**src/rtl/ins_fetch_cache.sv**
```systemverilog
// rtl/ins_fetch_cache.sv - PC owner and direct-mapped instruction cache.
// Fills one word per miss from the memory controller; emits one instruction per cycle on hits.
module ins_fetch_cache #(
  parameter int          INDEX_BITS = 6,
  parameter logic [31:0] RESET_PC   = 32'h0
) (
  input  logic        clk,
  input  logic        rst_n,
  input  logic        rdy,
  output logic        mem_req,
  output logic [31:0] mem_addr,
  input  logic        mem_ok,
  input  logic [31:0] mem_ins,
  input  logic        stall_in,
  input  logic        jump_en,
  input  logic [31:0] jump_pc,
  output logic        ins_valid,
  output logic [31:0] ins,
  output logic [31:0] ins_pc
);

  localparam int LINES    = 1 << INDEX_BITS;
  localparam int TAG_BITS = 30 - INDEX_BITS;

  typedef enum logic [1:0] {
    LOOKUP    = 2'd0,
    MISS_WAIT = 2'd1,
    COOL      = 2'd2
  } state_t;

  state_t      state_q, state_d;
  logic [31:0] pc_q, pc_d;
  logic        mem_req_q, mem_req_d;
  logic [31:0] mem_addr_q, mem_addr_d;
  logic        ins_valid_q, ins_valid_d;
  logic [31:0] ins_q, ins_d;
  logic [31:0] ins_pc_q, ins_pc_d;
  logic [LINES-1:0] valid_q;
  logic        fill;

  logic [TAG_BITS-1:0] tag_arr  [LINES];
  logic [31:0]         data_arr [LINES];

  logic [INDEX_BITS-1:0] idx, fill_idx;
  logic [TAG_BITS-1:0]   tag, fill_tag;
  logic                  hit;

  assign idx      = pc_q[INDEX_BITS+1:2];
  assign tag      = pc_q[31:INDEX_BITS+2];
  // The fill targets the requested address, not the pc, which a jump may already have moved.
  assign fill_idx = mem_addr_q[INDEX_BITS+1:2];
  assign fill_tag = mem_addr_q[31:INDEX_BITS+2];
  assign hit      = valid_q[idx] && (tag_arr[idx] == tag);

  always_comb begin
    state_d     = state_q;
    pc_d        = pc_q;
    mem_req_d   = mem_req_q;
    mem_addr_d  = mem_addr_q;
    ins_valid_d = 1'b0;
    ins_d       = ins_q;
    ins_pc_d    = ins_pc_q;
    fill        = 1'b0;
    case (state_q)
      LOOKUP: begin
        if (jump_en) begin
          pc_d = jump_pc;
        end else if (hit) begin
          if (!stall_in) begin
            ins_valid_d = 1'b1;
            ins_d       = data_arr[idx];
            ins_pc_d    = pc_q;
            pc_d        = pc_q + 32'd4;
          end
        end else begin
          mem_req_d  = 1'b1;
          mem_addr_d = pc_q;
          state_d    = MISS_WAIT;
        end
      end
      MISS_WAIT: begin
        if (mem_ok) begin
          fill      = 1'b1;
          mem_req_d = 1'b0;
          state_d   = COOL;
          if (jump_en) pc_d = jump_pc;
        end else if (jump_en) begin
          mem_req_d = 1'b0;
          pc_d      = jump_pc;
          state_d   = COOL;
        end
      end
      COOL: begin
        if (jump_en) pc_d = jump_pc;
        state_d = LOOKUP;
      end
      default: state_d = LOOKUP;
    endcase
  end

  always_ff @(posedge clk or negedge rst_n) begin
    if (!rst_n) begin
      state_q     <= LOOKUP;
      pc_q        <= RESET_PC;
      mem_req_q   <= 1'b0;
      mem_addr_q  <= 32'h0;
      ins_valid_q <= 1'b0;
      ins_q       <= 32'h0;
      ins_pc_q    <= 32'h0;
      valid_q     <= '0;
    end else if (rdy) begin
      state_q     <= state_d;
      pc_q        <= pc_d;
      mem_req_q   <= mem_req_d;
      mem_addr_q  <= mem_addr_d;
      ins_valid_q <= ins_valid_d;
      ins_q       <= ins_d;
      ins_pc_q    <= ins_pc_d;
      if (fill) valid_q[fill_idx] <= 1'b1;
    end
  end

  // Tag/data storage carries no reset; the valid bits alone qualify it.
  always_ff @(posedge clk) begin
    if (rdy && fill) begin
      tag_arr[fill_idx]  <= fill_tag;
      data_arr[fill_idx] <= mem_ins;
    end
  end

  assign mem_req   = mem_req_q;
  assign mem_addr  = mem_addr_q;
  assign ins_valid = ins_valid_q;
  assign ins       = ins_q;
  assign ins_pc    = ins_pc_q;

endmodule

```
**config.mk**
```make
export PLATFORM = sky130hd
export DESIGN_NAME = ins_fetch_cache
export DESIGN_NICKNAME = d
export VERILOG_FILES = /design/src/rtl/ins_fetch_cache.sv
export SDC_FILE = /design/constraint.sdc
export NUM_CORES = 2
export LEC_CHECK = 0
export BUFFER_PORTS_ARGS = -buffer_cell sky130_fd_sc_hd__buf_4
export CELL_PAD_IN_SITES_DETAIL_PLACEMENT = 1
export CELL_PAD_IN_SITES_GLOBAL_PLACEMENT = 2
export CORE_MARGIN = 3
export CORE_UTILIZATION = 50
export DETAILED_ROUTE_END_ITERATION = 10
export PLACE_DENSITY_LB_ADDON = 0.2
export SLEW_MARGIN = 20
export SYNTH_ARGS = -nofsm -noshare
export SYNTH_HDL_FRONTEND = slang
export SYNTH_SLANG_ARGS = --single-unit
```
**constraint.sdc**
```tcl
create_clock -name clk -period 9.45 [get_ports clk]
set_input_delay 0.945 -clock clk [delete_from_list [all_inputs] [get_ports clk]]
set_output_delay 0.945 -clock clk [all_outputs]
set_load 0.02 [all_outputs]
```
Word level (Yosys, flattened, before mapping)
Memory sizes are Yosys's and may differ from the RTL's. A register that Yosys moved wholly into a read port is not among the register bits. Cells that the tools add are included.

Logic and storage cells: 67. Bits in read-only memories: 0. Bits in latches: 0. Memories kept: 2. Output and inout port bits: 98. Register bits: 164. RAM bits: 3584.

Mux-type cells: 27. Multipliers: 0. $lt $le $gt $ge: 3. Shifts and indexed selects: 0. Equality and inequality tests: 9. Add/sub/neg operators: 1. Reductions and logical operators: 14. Divide/modulo/power cells: 0. Bitwise gates (word level): 4.

Memory list: data_arr (depth 64, width 32, rd ports 1, clocked after memory_dff 1, write ports 1, line 42) `logic [31:0] data_arr [LINES];`; tag_arr (depth 64, width 24, rd ports 1, clocked after memory_dff 0, write ports 1, line 41) `logic [TAG_BITS-1:0] tag_arr [LINES];`.

Operators with widths (number): 32-bit 2-to-1 mux (4); 64-bit OR (1); 32-bit one-hot mux with 2 select lines (1); 32-bit by 3-bit adder with 32-bit output, second input constant (1); 24-bit equality test (1); 5-bit AND reduction (3); 6-bit by 7-bit less-than comparator with 1-bit output, second input constant (2); 1-bit 2-to-1 mux (14); 3-bit inequality test, second input constant (3); 2-bit 2-to-1 mux (4); 4-bit AND reduction (2); 1-bit binary-select mux with 6-bit select (1); 1-bit demux with 6-bit select (1); 6-bit by 1-bit >= comparator with 1-bit output, second input constant (1); 2-bit inequality test, second input constant (2); 2-bit one-hot mux with 2 select lines (1); 2-bit nonzero test (2); 1-bit logical AND (3); 1-bit inverter (3); 2-bit by 1-bit equality test with 1-bit output, second input constant (1); 2-bit equality test, second input constant (1); 2-bit zero test (1); 2-bit by 1-bit inequality test with 1-bit output, second input constant (1); 1-bit one-hot mux with 2 select lines (1); 3 further kinds (3).

Longest topological paths before layout
Word-level depth: 6. Gate-level depth with buffers: 20.

Least setup slack after synthesis
OpenSTA, ideal clock, no wires.

Path type: register to register. From: reg pc_q[2]. To: reg ins_q[23] (netlist: ins[23]), read port of data_arr. Path slack: 5016 ps. Stages on the path, launching flop included: 15. Setup time: 125 ps. Arrival time: 4309 ps. Period minus slack after synthesis: 4434 ps. Cell sequence: dfrtp_1 > buf_6 > buf_6 > buf_4 > buf_4 > buf_4 > buf_4 > buf_4 > clkbuf_1 > buf_2 > buf_2 > mux4_2 > mux4_2 > mux4_2 > mux2_2.

Cells in the longest elaborated chain, start to end: 4. Elaborated cells on any way between the ends: 6.

Ends and longest elaborated chain: start: declaration (line 32) `logic [31:0] pc_q, pc_d;`; start signal: assignment (line 113) `pc_q <= pc_d;`; memory read 64 x 24 bit / 1-bit binary-select mux with 6-bit select (equally long branches); 24-bit equality test / 1-bit 2-to-1 mux (equally long branches) (line 53) `assign hit = valid_q[idx] && (tag_arr[idx] == tag);`; 1-bit logical AND (line 53); 5-bit AND reduction (no line); end: declaration (line 36) `logic [31:0] ins_q, ins_d;`.

Parallel ways exist; a longest one is shown, timed or not. The select of a mux whose other input is x is not followed. A chain may end at the register's enable or synchronous reset.

Worst setup path in the final report
From: reg pc_q[3]. To: reg ins_q[6] (netlist: ins[6]), read port of data_arr.

The elaborated chain is that of the path after synthesis.

==> flow_summary.yaml <==
sta:
  fmax_mhz: 140.5
  setup_viol: 0
  tightest_pin_transition_ns: 1.180
  timing.slew.headroom_pct: 21.13
  timing.final.hold_violations: 0
  setup_slack_ns: 2.331
  fin_setup_tns_ns: 0
  timing.final.max_slew_violations: 0
  grt_setup_unrepaired: "no"
  min_period_ns: 7.119
  finClkSkew_ns: 0.07381
  post-route-period-util_pct: 75.33
yosys:
  ys_seq_elements: 3780
  netlist_top_cells_area: "edfxtp_1 (74%), mux4_2 (15%), dfrtp_1 (3.4%)"
  mappedNetlistNets: 6467
  synth_edf_count: 3584
  synth.avg_cell_area_um2: 22.76
  post_synth_instance_area_um2: 145500
  synthArstFlopShare_pct: 5.185
  synth_ff_type: "edfxtp_1"
  ys_types: 80
  instance_count_of_the_mapped_netlist: 6393
  synth_sequential_area_ratio_pct: 77.32
  yosysTopAreaCellShare_pct: 73.95
  synth_largest_area_cell: "edfxtp_1"
  synthesis.yosys.warnings: 0
clock_network:
  cts_tree: "yes"
  post_cts_resized: 0
  clk_root_buffer_cell: "clkbuf_16"
  cts_buffer_depth: 4
  insertion_delay_ns: 0.96
  numClockSinks: 3780
  htree_num_levels: 5
  cts_hold_buffers: 1
  cts.repair_timing.setup_buffer_count: 0
  cts.reportedPaths.clkPinSlew_ns: 0.06
  cts_buf_count: 388
routing:
  postRouteAntennaNets: 0
  via_count: 74404
  routed_via_density: 6.749
  post-route-drc-count: 0
  routed_wl_um: 445700
  post_drt_wl_per_cell_um: 40.43
  drt_first_pass_iters: 5
  detailedRoute.firstIterationViolations: 11182
grt:
  via_count_of_the_first_global_routing_pass: 75273
  maximum_number_of_pins_on_one_net_before_global_route_repair: 139
  congestion_overflow_gr: 0
  grt_pass1_wl_um: 618200
  overall_fraction_of_global_route_tracks_in_use_pct: 29.75
  number_of_antenna_violations_at_the_first_check_in_global_routing: 11
final_layout:
  ff_latch_area_um2: 112600
  final_layout_size_suffix_gt1_share_pct: 31.41
  final_core_utilization_pct: 57.29
  synthToLayoutAreaGrowth_pct: 13.72
  fill_cells: 23965
  multi_input_gate_area_um2: 31760
  design.final.nets: 6892
pwr:
  report.power.total_mw: 48.66
  leakagePower_nw: 52.84
  vdd.ir_drop.worst_mv: 0.2474
  power.density_cell_area_nw_per_um2: 294.0
critical_path:
  ff2ff_path_depth: 12
  cpLargestDelayFamily: "buffers and inverters"
  capturing_point_of_the_worst_reg2reg_path: "ins[6]"
  cp-end-kind: "register"
  setup.worst_path.class: "register to register"
  required_ns: 10.26
  cp_data_arrival_time_ns: 7.93
  crit_path_max_incr_delay_ns: 0.96
  start_kind: "register"
  worst_r2r_src: "pc_q[3]"
  crit_buf_inv: 3
  r2r_slack_ns: 2.33
  critPathMaxFanout: 107
  cp_cell_sequence: "buf_12, buf_4, mux4_2, a22oi_1, a21oi_1, or4_1, a211oi_1, nand2_1, nor4_1, and4_4, buf_4, mux2_2"
  cpMaxStageDelayCell: "dfrtp_4"
  timing.critical_path.mode_cell: "buf_4"
floorplan:
  fp.dieH_um: 545.5
  io_pins: 168
  placement_rows: 197
  initial_core_util_pct: 50.38
  die_area_um2: 297600
  core_area_um2: 288900
  chipWidth_um: 545.5
flow_run:
  maxCapViolations: 0
placement:
  dp_worst_setup_slack_ns: 2.462
  place.detailed.hpwl_um: 233100
  numPortBuffers: 167
  place.gp.congestion: 0.8414
worst_hold_path:
  min_delay_worst_endpoint: "pc_q[1]"
  holdPathStages: 3
  min-delay-start: "jump_pc[1]"
  holdCritPathClass: "primary input to register"
outcome:
  run_status: "finished clean"
[where the power goes]
part,internal (mW),switching [mW]
Combinational,5.54,7.52
Sequential,19.6,0.769
Clock,8.70,6.55
[per-stage QoR]
step / hold slack, ns / cell area, um2 / std cells
5_1_grt: 0.1596 / 165500 / 11016
4_1_cts: 0.1244 / 165400 / 11010
2_1_floorplan: 0.4337 / 145500 / 6393
3_5_place_dp: 0.4500 / 152700 / 10303
6_report: 0.1827 / 165500 / 11024
3_3_place_gp: 0.4459 / 152500 / 10296
[placed cells by master (no fill, tap or decap), types with 64 or more instances in the layout]
master,instances
dfrtp_1,167
mux2i_1,189
edfxtp_1,3584
a21oi_1,94
nand2_1,117
or2_2,70
clkinv_2,68
nor2_4,66
nor2_1,64
clkbuf_1,96
mux4_2,987
buf_4,346
a22oi_1,78
mux2_2,125
clkbuf_16,392
[cells by family after synthesis]
group                      synth area share, %
DFF                                      77.32
muxes                                    17.54
and+or+nand+nor                          1.719
AOI/OAI and AO/OA                        2.100
buffers and inverters                    1.225
xor gates and xnor gates               0.06018
adders and majority gates              0.03439
[tightest hold or removal path, cell delays in order]
cell and delay (ns):
buf_4 0.08, nand2_1 0.04, nand2_1 0.04
[metal layers]
layer | GRT usage, % | routed length (um)
met5 | 0 | 40
met3 | 4.653 | 40490
met4 | 9.333 | 16370
met2 | 47.47 | 215200
met1 | 42.79 | 173600
[sequential cells by signal (all words and copies together), names as in the netlist]
register and cells:
ins 32, valid_q 64, mem_req 1, tag_arr 1536, ins_pc 32, state_q 2, ins_valid 1, data_arr 2048
pc_q 32, mem_addr 32
[worst max path at each step]
stage | start | endpoint | slack [ns] | cells after the start
3_5_place_dp | pc_q[3] | pc_q[3] | 2.46 | 13
2_1_floorplan | pc_q[2] | ins[23] | 5.02 | 14
5_1_grt | pc_q[3] | pc_q[3] | 2.27 | 13
6_report | pc_q[3] | ins[6] | 2.33 | 12
4_1_cts | pc_q[3] | pc_q[3] | 2.49 | 13
3_3_place_gp | pc_q[3] | pc_q[3] | 2.55 | 13
[cell type report]
type                       count  share of cell area, %
timing repair buffer         392                  2.157
multi-input combinational   2239                  19.19
clock inverter               192                  1.270
tap                         3880                  2.933
clock buffer                 514                  6.361
inverter                      17                0.04612
antenna                       10                0.01512
sequential                  3780                  68.03
[synthesized netlist by cell type (all sizes together), types with 12 or more instances]
cell    instances
dfrtp         196
nor2          131
clkbuf        199
and3           26
a21oi          95
o31ai          14
buf           158
a221oi         24
inv            16
mux2i         189
nor3           15
nor4           12
or2            71
nand2         117
o21ai          41
mux2          125
nand4          18
a22oi          78
a22o           26
nand3          39
o221ai         27
mux4          987
a31oi          12
and2           12
edfxtp       3584
No activity file was read; power rests on OpenSTA's default activity.
